--- src/rtl/replica_pkg.sv ---
// Shared types and widths for the anneal sequencer and its timer.
// SEQ_TIMEOUT_EN widens the shared timer so it can double as the handshake watchdog.
package replica_pkg;

    localparam int ITER_W      = 32;
    localparam int OPT_W       = 8;
    localparam int EXP_W       = 5;
    localparam int SEQ_TIMEOUT = 65535;
    localparam int WDOG_W      = 16;

`ifdef SEQ_TIMEOUT_EN
    localparam int TMR_W = WDOG_W;
`else
    localparam int TMR_W = (OPT_W > EXP_W) ? OPT_W : EXP_W;
`endif

    typedef enum logic [2:0] {
        S_IDLE,
        S_OPT,
        S_DELTA,
        S_EXP_INIT,
        S_EXP_RUN,
        S_EXP_FIN,
        S_EXCH,
        S_DONE
    } seq_state_t;

endpackage

--- src/rtl/seq_timer.sv ---
// Loadable down-counter with zero flag, shared by the OPT and EXP_RUN phases
// and, with SEQ_TIMEOUT_EN, by the DELTA/EXCH watchdog.
module seq_timer
    import replica_pkg::*;
#(
    parameter int W = TMR_W
) (
    input  logic         clk,
    input  logic         reset,
    input  logic         i_load,
    input  logic [W-1:0] i_load_val,
    input  logic         i_dec,
    output logic         o_zero
);

    logic [W-1:0] r_cnt;

    // NOTE: sequential state is updated with <= only, so every flop samples
    // pre-edge values regardless of block ordering.
    always_ff @(posedge clk or negedge reset) begin
        if (!reset) begin
            r_cnt <= '0;
        end else if (i_load) begin
            r_cnt <= i_load_val;
        end else if (i_dec && (r_cnt != '0)) begin
            r_cnt <= r_cnt - W'(1);
        end
    end

    assign o_zero = (r_cnt == '0);

endmodule

--- src/rtl/anneal_sequencer.sv ---
// Annealing iteration controller: OPT -> DELTA -> EXP_INIT/RUN/FIN -> EXCH per iteration.
// Define SEQ_TIMEOUT_EN to enable the 65535-cycle handshake watchdog and sticky err.
module anneal_sequencer
    import replica_pkg::*;
(
    input  logic              clk,
    input  logic              reset,
    input  logic              start,
    input  logic              abort,
    input  logic [ITER_W-1:0] iter_num,
    input  logic [OPT_W-1:0]  opt_len,
    input  logic [EXP_W-1:0]  exp_len,
    input  logic              delta_ack,
    input  logic              exch_ack,
    output logic              busy,
    output logic              done,
    output logic              err,
    output logic [ITER_W-1:0] iter_cnt,
    output logic              opt_run,
    output logic              delta_req,
    output logic              exp_init,
    output logic              exp_run,
    output logic              exp_fin,
    output logic              exch_req,
    output logic              exch_odd
);

    seq_state_t r_state, w_next;

    logic [ITER_W-1:0] r_iter_num;
    logic [OPT_W-1:0]  r_opt_len;
    logic [EXP_W-1:0]  r_exp_len;
    logic [ITER_W-1:0] r_iter_cnt;
    logic              r_odd;
    logic              r_abort_pend;
    logic              r_busy, r_done, r_opt_run, r_delta_req;
    logic              r_exp_init, r_exp_run, r_exp_fin, r_exch_req;

    logic              w_start_ok;
    logic              w_iter_inc;
    logic              w_abort_any;
    logic              w_tmr_load;
    logic [TMR_W-1:0]  w_tmr_val;
    logic              w_tmr_dec;
    logic              w_tmr_zero;

`ifdef SEQ_TIMEOUT_EN
    localparam logic [TMR_W-1:0] WDOG_LOAD = TMR_W'(SEQ_TIMEOUT - 1);
    logic w_timeout;
    logic r_err;
`endif

    // A zero opt length still runs one opt cycle.
    function automatic logic [TMR_W-1:0] opt_load(input logic [OPT_W-1:0] len);
        return (len == '0) ? '0 : TMR_W'(len - OPT_W'(1));
    endfunction

    seq_timer #(.W(TMR_W)) u_timer (
        .clk        (clk),
        .reset      (reset),
        .i_load     (w_tmr_load),
        .i_load_val (w_tmr_val),
        .i_dec      (w_tmr_dec),
        .o_zero     (w_tmr_zero)
    );

    assign w_abort_any = r_abort_pend || abort;

    // NOTE: every always_comb output gets a default first so no path can infer a latch.
    always_comb begin
        w_next     = r_state;
        w_start_ok = 1'b0;
        w_iter_inc = 1'b0;
        w_tmr_load = 1'b0;
        w_tmr_val  = '0;
        w_tmr_dec  = 1'b0;
`ifdef SEQ_TIMEOUT_EN
        w_timeout  = 1'b0;
`endif
        case (r_state)
            S_IDLE: begin
                if (start) begin
                    w_start_ok = 1'b1;
                    if (iter_num == '0) begin
                        w_next = S_DONE;
                    end else begin
                        w_next     = S_OPT;
                        w_tmr_load = 1'b1;
                        w_tmr_val  = opt_load(opt_len);
                    end
                end
            end
            S_OPT: begin
                if (abort) begin
                    w_next = S_IDLE;
                end else if (w_tmr_zero) begin
                    w_next = S_DELTA;
`ifdef SEQ_TIMEOUT_EN
                    w_tmr_load = 1'b1;
                    w_tmr_val  = WDOG_LOAD;
`endif
                end else begin
                    w_tmr_dec = 1'b1;
                end
            end
            S_DELTA: begin
                if (delta_ack) begin
                    w_next = w_abort_any ? S_IDLE : S_EXP_INIT;
                end else begin
`ifdef SEQ_TIMEOUT_EN
                    if (w_tmr_zero) begin
                        w_timeout = 1'b1;
                        w_next    = S_IDLE;
                    end else begin
                        w_tmr_dec = 1'b1;
                    end
`endif
                end
            end
            S_EXP_INIT: begin
                if (abort) begin
                    w_next = S_IDLE;
                end else if (r_exp_len == '0) begin
                    w_next = S_EXP_FIN;
                end else begin
                    w_next     = S_EXP_RUN;
                    w_tmr_load = 1'b1;
                    w_tmr_val  = TMR_W'(r_exp_len - EXP_W'(1));
                end
            end
            S_EXP_RUN: begin
                if (abort) begin
                    w_next = S_IDLE;
                end else if (w_tmr_zero) begin
                    w_next = S_EXP_FIN;
                end else begin
                    w_tmr_dec = 1'b1;
                end
            end
            S_EXP_FIN: begin
                if (abort) begin
                    w_next = S_IDLE;
                end else begin
                    w_next = S_EXCH;
`ifdef SEQ_TIMEOUT_EN
                    w_tmr_load = 1'b1;
                    w_tmr_val  = WDOG_LOAD;
`endif
                end
            end
            S_EXCH: begin
                if (exch_ack) begin
                    w_iter_inc = 1'b1;
                    if (w_abort_any) begin
                        w_next = S_IDLE;
                    end else if ((r_iter_cnt + ITER_W'(1)) == r_iter_num) begin
                        w_next = S_DONE;
                    end else begin
                        w_next     = S_OPT;
                        w_tmr_load = 1'b1;
                        w_tmr_val  = opt_load(r_opt_len);
                    end
                end else begin
`ifdef SEQ_TIMEOUT_EN
                    if (w_tmr_zero) begin
                        w_timeout = 1'b1;
                        w_next    = S_IDLE;
                    end else begin
                        w_tmr_dec = 1'b1;
                    end
`endif
                end
            end
            S_DONE:  w_next = S_IDLE;
            default: w_next = S_IDLE;
        endcase
    end

    // Strobes are decoded from the next state so every output comes straight from a flop.
    always_ff @(posedge clk or negedge reset) begin
        if (!reset) begin
            r_state      <= S_IDLE;
            r_iter_num   <= '0;
            r_opt_len    <= '0;
            r_exp_len    <= '0;
            r_iter_cnt   <= '0;
            r_odd        <= 1'b0;
            r_abort_pend <= 1'b0;
            r_busy       <= 1'b0;
            r_done       <= 1'b0;
            r_opt_run    <= 1'b0;
            r_delta_req  <= 1'b0;
            r_exp_init   <= 1'b0;
            r_exp_run    <= 1'b0;
            r_exp_fin    <= 1'b0;
            r_exch_req   <= 1'b0;
        end else begin
            r_state     <= w_next;
            r_busy      <= (w_next != S_IDLE);
            r_done      <= (w_next == S_DONE);
            r_opt_run   <= (w_next == S_OPT);
            r_delta_req <= (w_next == S_DELTA);
            r_exp_init  <= (w_next == S_EXP_INIT);
            r_exp_run   <= (w_next == S_EXP_RUN);
            r_exp_fin   <= (w_next == S_EXP_FIN);
            r_exch_req  <= (w_next == S_EXCH);

            if (w_start_ok) begin
                r_iter_num   <= iter_num;
                r_opt_len    <= opt_len;
                r_exp_len    <= exp_len;
                r_iter_cnt   <= '0;
                r_odd        <= 1'b0;
                r_abort_pend <= 1'b0;
            end else begin
                if (w_iter_inc) begin
                    r_iter_cnt <= r_iter_cnt + ITER_W'(1);
                    r_odd      <= ~r_odd;
                end
                // Handshake phases finish their transfer before honouring abort.
                if (abort && ((r_state == S_DELTA) || (r_state == S_EXCH))) begin
                    r_abort_pend <= 1'b1;
                end
            end
        end
    end

`ifdef SEQ_TIMEOUT_EN
    always_ff @(posedge clk or negedge reset) begin
        if (!reset) begin
            r_err <= 1'b0;
        end else if (w_start_ok) begin
            r_err <= 1'b0;
        end else if (w_timeout) begin
            r_err <= 1'b1;
        end
    end
    assign err = r_err;
`else
    assign err = 1'b0;
`endif

    assign busy      = r_busy;
    assign done      = r_done;
    assign iter_cnt  = r_iter_cnt;
    assign opt_run   = r_opt_run;
    assign delta_req = r_delta_req;
    assign exp_init  = r_exp_init;
    assign exp_run   = r_exp_run;
    assign exp_fin   = r_exp_fin;
    assign exch_req  = r_exch_req;
    assign exch_odd  = r_odd;

endmodule

--- config.mk ---
export PLATFORM = sky130hd
export DESIGN_NAME = anneal_sequencer
export DESIGN_NICKNAME = d
export VERILOG_FILES = /design/src/rtl/replica_pkg.sv /design/src/rtl/seq_timer.sv /design/src/rtl/anneal_sequencer.sv
export SDC_FILE = /design/constraint.sdc
export NUM_CORES = 1
export LEC_CHECK = 0
export ABC_AREA = 1
export BUFFER_PORTS_ARGS = -buffer_cell sky130_fd_sc_hd__buf_2
export CORE_UTILIZATION = 45
export CTS_CLUSTER_SIZE = 40
export DETAILED_ROUTE_END_ITERATION = 16
export GPL_ROUTABILITY_DRIVEN = 0
export GPL_TIMING_DRIVEN = 1
export PLACE_DENSITY = 0.68
export SLEW_MARGIN = 0
export SYNTH_ARGS = -nofsm -noshare
export SYNTH_HDL_FRONTEND = slang
export SYNTH_SLANG_ARGS = --single-unit
--- constraint.sdc ---
create_clock -name clk -period 2.1 [get_ports clk]
set_input_delay 0 -clock clk [delete_from_list [all_inputs] [get_ports clk]]
set_output_delay 0 -clock clk [all_outputs]
set_load 0.005 [all_outputs]
# Word level (Yosys, flattened, before mapping)
# Cells that the tools add are included.
[totals] ff_bits=98 input_bits=51 word_cells=101
[classes] add_sub_neg=5 n_eq_ne=15 n_mux=48 bitwise_logic=1 reduce_logical=16
[ops] operator="8-bit two-way mux" count=11
[ops] operator="32-bit two-way mux" count=2
[ops] operator="3-bit two-way mux" count=12
[ops] operator="32-bit by 1-bit adder with 32-bit output, second input constant" count=1
[ops] operator="32-bit == test" count=1
[ops] operator="32-bit logical NOT" count=1
[ops] operator="3-bit == test, second input constant" count=8
[ops] operator="8-bit logical NOT" count=3
[ops] operator="3-bit one-hot mux with 8 select lines" count=1
[ops] operator="8-bit one-hot mux with 3 select lines" count=1
[ops] operator="8-bit by 1-bit subtractor with 8-bit output, second input constant" count=3
[ops] operator="1-bit two-way mux" count=19
[ops] operator="3-bit by 2-bit == test with 1-bit output, second input constant" count=4
[ops] operator="8-bit nonzero test" count=1
[ops] operator="3-bit by 1-bit == test with 1-bit output, second input constant" count=2
[ops] operator="2-bit nonzero test" count=3
[ops] operator="5-bit by 1-bit subtractor with 6-bit output, second input constant" count=1
[ops] operator="5-bit logical NOT" count=1
[ops] operator="3-bit logical NOT" count=1
[ops] operator="1-bit one-hot mux with 3 select lines" count=1
[ops] operator="3-bit nonzero test" count=1
[ops] operator="1-bit logical AND" count=2
[ops] operator="1-bit logical OR" count=2
[ops] operator="2-bit two-way mux" count=1
[ops] operator="other kinds (2)" count=2

# Logic depth before layout (Yosys ltp)
[logic_depth] depth_word=7 mapped_depth=20 depth_no_buf=20

# By module
# From an unflattened synthesis, not the netlist that was laid out.
[hier_totals] hier_cells=954 area_unflattened_um2=6530.0
[modules_own_cells] mod="anneal_sequencer" instances=1 cells_per_inst=861 area_per_inst_um2=5933.2 seq_area_each_um2=2252.2
[modules_own_cells] mod="seq_timer" instances=1 cells_per_inst=93 area_per_inst_um2=596.8 seq_area_each_um2=200.2

# Least setup slack after synthesis
# OpenSTA, ideal clock, no wires.
[synth_timing] kind="register -> register" from="register r_iter_cnt[0] (netlist: iter_cnt[0])" to="register r_exp_run (netlist: exp_run)" setup_time_ns=0.119 t_arrival_ns=2.190 required_time_ns=1.981 path_slack_ns=-0.209 stages_incl_launch_ff=20 period_less_slack_ns=2.309 path_cell_list="dfrtp_1 > ha_1 > nand2_2 > nor2_4 > nand2_2 > nor2_4 > nand2_1 > nand2_1 > nand2_1 > nand2_1 > nand2_1 > nor2_1 > nand2_1 > nor2_2 > nand3_2 > nand2_1 > nand2_2 > nand2_1 > nor2_1 > and2_1"
[synth_between] elab_chain_cells=7
[synth_lines] element="start: declaration" line_no="anneal_sequencer.sv:33" source="logic [ITER_W-1:0] r_iter_cnt;"
[synth_lines] element="start signal: assignment" line_no="anneal_sequencer.sv:217" source="r_iter_cnt <= r_iter_cnt + ITER_W'(1);"
[synth_lines] element="32-bit by 1-bit adder with 32-bit output" line_no="anneal_sequencer.sv:156" source="end else if ((r_iter_cnt + ITER_W'(1)) == r_iter_num) begin"
[synth_lines] element="32-bit == test" line_no="anneal_sequencer.sv:156"
[synth_lines] element="3-bit two-way mux" line_no="anneal_sequencer.sv:156"
[synth_lines] element="3-bit two-way mux" line_no="anneal_sequencer.sv:154" source="if (w_abort_any) begin"
[synth_lines] element="3-bit two-way mux" line_no="anneal_sequencer.sv:152" source="if (exch_ack) begin"
[synth_lines] element="3-bit one-hot mux with 8 select lines" line_no="anneal_sequencer.sv:80" source="case (r_state)"
[synth_lines] element="3-bit == test" line_no="anneal_sequencer.sv:204" source="r_exp_run <= (w_next == S_EXP_RUN);"
[synth_lines] element="end signal: assignment" line_no="anneal_sequencer.sv:204"
[synth_lines] element="end: declaration" line_no="anneal_sequencer.sv:37" source="logic r_exp_init, r_exp_run, r_exp_fin, r_exch_req;"
# Every way passes these cells.
# A chain may end at the register's enable or synchronous reset.

# Worst setup path after layout
[layout_timing] from="register r_iter_cnt[1] (netlist: iter_cnt[1])" to="register u_timer.r_cnt[3]"
[layout_between] elab_chain_cells=7 word_cells_on_any_way=12 cone_classes="1 x add/sub; 1 x eq/ne; 9 x mux; 1 x reduce/logical"
[layout_lines] element="32-bit by 1-bit adder with 32-bit output *" line_no="anneal_sequencer.sv:156"
[layout_lines] element="32-bit == test *" line_no="anneal_sequencer.sv:156"
[layout_lines] element="8-bit two-way mux / 1-bit two-way mux (equally long branches)" line_no="anneal_sequencer.sv:156"
[layout_lines] element="8-bit two-way mux / 1-bit two-way mux (equally long branches)" line_no="anneal_sequencer.sv:154"
[layout_lines] element="8-bit two-way mux / 1-bit two-way mux (equally long branches)" line_no="anneal_sequencer.sv:152"
[layout_lines] element="8-bit one-hot mux with 3 select lines / 1-bit one-hot mux with 3 select lines (equally long branches)" line_no="anneal_sequencer.sv:80"
[layout_lines] element="8-bit two-way mux / 2-bit nonzero test (equally long branches)"
[layout_lines] element="end signal: assignment" line_no="seq_timer.sv:24" source="r_cnt <= i_load_val;"
[layout_lines] element="end signal: assignment" line_no="seq_timer.sv:26" source="r_cnt <= r_cnt - W'(1);"
[layout_lines] element="end: declaration" line_no="seq_timer.sv:16" source="logic [W-1:0] r_cnt;"
# Mark *: on every way between the ends. The rest lies on a longest branch, timed or not.

==> impl_metrics.yaml <==
status:
  outcome: "finished, violations left"
  failed_checks: "hold timing, setup timing"
yosys:
  synth.distinct_cells: 42
  ys.flop_type: "dfrtp_1"
  syn-cell-area_um2: 6270
  ys_ff_latch: 98
  synth_top_area_frac: 0.391
  syn_nets: 981
  yosysMostFrequentCell: "nand2_1"
  synth_edf_count: 0
  syn_inst: 922
  yosys-top-cells-count: "310 x nand2_1, 112 x inv_1, 102 x nor2_1, 98 x dfrtp_1, 86 x nand3_1"
  yosys_warnings: 0
  ys_seq_area_frac: 0.391
  synth_top_area_cell: "dfrtp_1"
  syn_avg_cell_area_um2: 6.80
  yosys-top-cells-area: "dfrtp_1 39%, nand2_1 19%, nand3_1 6.9%"
  synthArstFlopShare: 1.00
setup_path:
  critPathArrivalTime_ns: 2.82
  crit_start: "iter_cnt[1]$_DFFE_PN0P_"
  cp_top_family: "simple AND/OR/NAND/NOR gates"
  crit_path_start_kind: "register"
  slowest_delay_ns: 0.41
  worst-path-buf-inv: 4
  reg2reg_depth: 19
  path_cells: "buf_6, nand2_4, nor2_4, buf_4, buf_6, nand3_1, nand3_2, nand2_1, nor2_1, nand2_1, nor2_1, nand2_2, nor2_4, nand3_4, nand2_4, nand2_4, inv_2, nand2_1, o211ai_1"
  r2r_end: "u_timer.r_cnt[3]$_DFFE_PN0P_"
  worstSetupPathType: "register to register"
  required_ns: 2.36
  end_kind: "register"
  crit_path_max_fanout: 8
  crit_cells: 19
  cp_slowest_cell: "dfrtp_1"
  r2r_slack_ns: -0.46
  r2r-start: "iter_cnt[1]$_DFFE_PN0P_"
timing:
  worst_pin_slew_ns: 0.564
  report.final.slew_viol_count: 0
  fin_crit_sh: 1.22
  holdWs_ns: -0.00842
  finalSetupViolCount: 18
  maxSlewHeadroom: 0.624
  finalHoldViolCount: 1
  skew_ns: 0.0101
  setup_slack_ns: -0.455
  period_needed_ns: 2.56
  rsz0062_at_grt: "true"
  fmax_mhz: 391
global_routing:
  grt_first_pass_wirelength_um: 33300
  first_global_vias: 7025
  grt_max_degree: 56
  antenna_found_initial: 0
  grt.overflow.total: 0
  grt_usage: 0.299
flow_run:
  drv_cap: 0
layout:
  nNetsFinal: 1246
  seq_area_um2: 2450
  fillers: 1179
  multi_input_area_um2: 3530
  antennaDiodeCount: 0
  drive_above_1_share: 0.259
  area_growth_pct: 42.7
  final_util: 0.668
placement:
  io_buffers: 91
  dp_hpwl_um: 14400
  place_ws_ns: -0.500
die:
  core_area_um2: 13400
  ios: 93
  initial_utilization: 0.468
  die_area_um2: 14400
  dieHeight_um: 120
  die_w_um: 120
  rows: 42
worst_hold_path:
  min_to: "r_opt_len[1]$_DFFE_PN0P_"
  hold_path.class: "primary input to register"
  hold_path_depth: 3
  holdCritStartpoint: "opt_len[1]"
detailed_routing:
  drc: 0
  antenna_left: 0
  finalWirelength_um: 20500
  dr.first_iter.drc_count: 568
  first_pass_iters: 5
  viasPerCell: 5.16
  wl_per_cell_um: 15.0
  dr_total_vias: 7053
clocking:
  cts-root-buf: "clkbuf_16"
  clk_pin_slew_ns: 0.07
  cts_buffer_depth: 2
  numCtsBuffers: 9
  clk-insertion-delay-late_ns: 0.36
  cts-htree-levels: 3
  cts_tree: "built"
  clkSinkCount: 98
pwr:
  powerDensity_nw_per_um2: 752
  total_leakage_power_nw: 4.59
  ir_drop_v: 0.000590
[metrics by stage]
| stage | hold WS, ns | instances | TNS (ns) | power [mW] | cell area (um2) |
|---|---|---|---|---|---|
| 5_1_grt | 0.0146 | 1368 | -9.58 | 7.23 | 8950 |
| 3_3_place_gp | 0.0188 | 1282 | -5.78 | 4.92 | 7750 |
| 2_1_floorplan | -0.296 | 922 | -2.03 | 4.24 | 6280 |
| 3_5_place_dp | 0.0257 | 1282 | -6.78 | 4.96 | 7750 |
| 6_report | -0.00842 | 1368 | -6.61 | 6.73 | 8950 |
| 4_1_cts | 0.00300 | 1363 | -5.10 | 6.72 | 8860 |
[flip-flops by register name (all words and copies together) (netlist names), 3 cells and up]
register and count:
u_timer.r_cnt 8, r_exp_len 5, r_iter_num 32, r_state 3
iter_cnt 32, r_opt_len 8
[cell usage in the layout (no fill, tap or decap), drive strengths merged, types with 3 or more instances in the layout]
master / instances
buf: 225
clkbuf: 10
clkinvlp: 3
dfrtp: 98
dlygate4sd3: 45
ha: 8
inv: 117
nand2: 319
nand3: 89
nand3b: 15
nand4: 7
nor2: 115
nor3: 10
nor4: 10
o211ai: 3
o21ai: 56
o22ai: 22
xnor2: 6
xor2: 13
[routing by layer]
metal | up-vias | track usage | part of all wire
met5 | - | 0 | 0
met4 | 0 | 0.118 | 0.033
met3 | 55 | 0.0585 | 0.059
met2 | 253 | 0.518 | 0.50
met1 | 3271 | 0.363 | 0.41
li1 | 3474 | - | -
[worst max path at each step]
stage                                               to
after global routing      u_timer.r_cnt[7]$_DFFE_PN0P_
final                     u_timer.r_cnt[3]$_DFFE_PN0P_
after CTS                 u_timer.r_cnt[6]$_DFFE_PN0P_
after global placement    u_timer.r_cnt[7]$_DFFE_PN0P_
after floorplan                      exp_run$_DFF_PN0_
after detailed placement  u_timer.r_cnt[6]$_DFFE_PN0P_
[cells by family after synthesis]
logic type	count (synthesis)	share of synthesized area
flip-flops	98	0.391
buffers and inverters	133	0.0802
AND/OR/NAND/NOR	569	0.398
adder cells (fa/ha/maj)	8	0.0160
other	1	0.000598
AO/OA/AOI/OAI	93	0.0846
XOR/XNOR	20	0.0301
[worst register-to-register path: cells and delay by family (launching register included)]
family | cells | cell delay, ns
buffers and inverters | 4 | 0.47
AOI/OAI and AO/OA | 1 | 0.10
and+or+nand+nor | 14 | 1.49
DFF | 1 | 0.41
[layout make-up]
| type | count | share of cell area |
|---|---|---|
| Clock inverter | 6 | 0.00517 |
| Clock buffer | 10 | 0.0267 |
| Multi-Input combinational cell | 692 | 0.394 |
| Tap cell | 176 | 0.0246 |
| Timing Repair Buffer | 270 | 0.226 |
| Inverter | 116 | 0.0491 |
| Sequential cell | 98 | 0.274 |
[where the power goes]
group          switching [mW]  leakage [nW]  internal, mW
registers               0.399          1.27          2.37
clock network           0.775         0.136         0.847
logic                    1.39          3.18         0.950
[repair_timing]
action,4_1_cts,5_1_grt
pin swaps,14,15
hold endpoints to repair,82,0
setup endpoints to repair,16,20
setup buffers,19,5
resized for setup,58,15
gates cloned,1,0
hold buffers,45,0
Power figures use the tool's default switching activity.
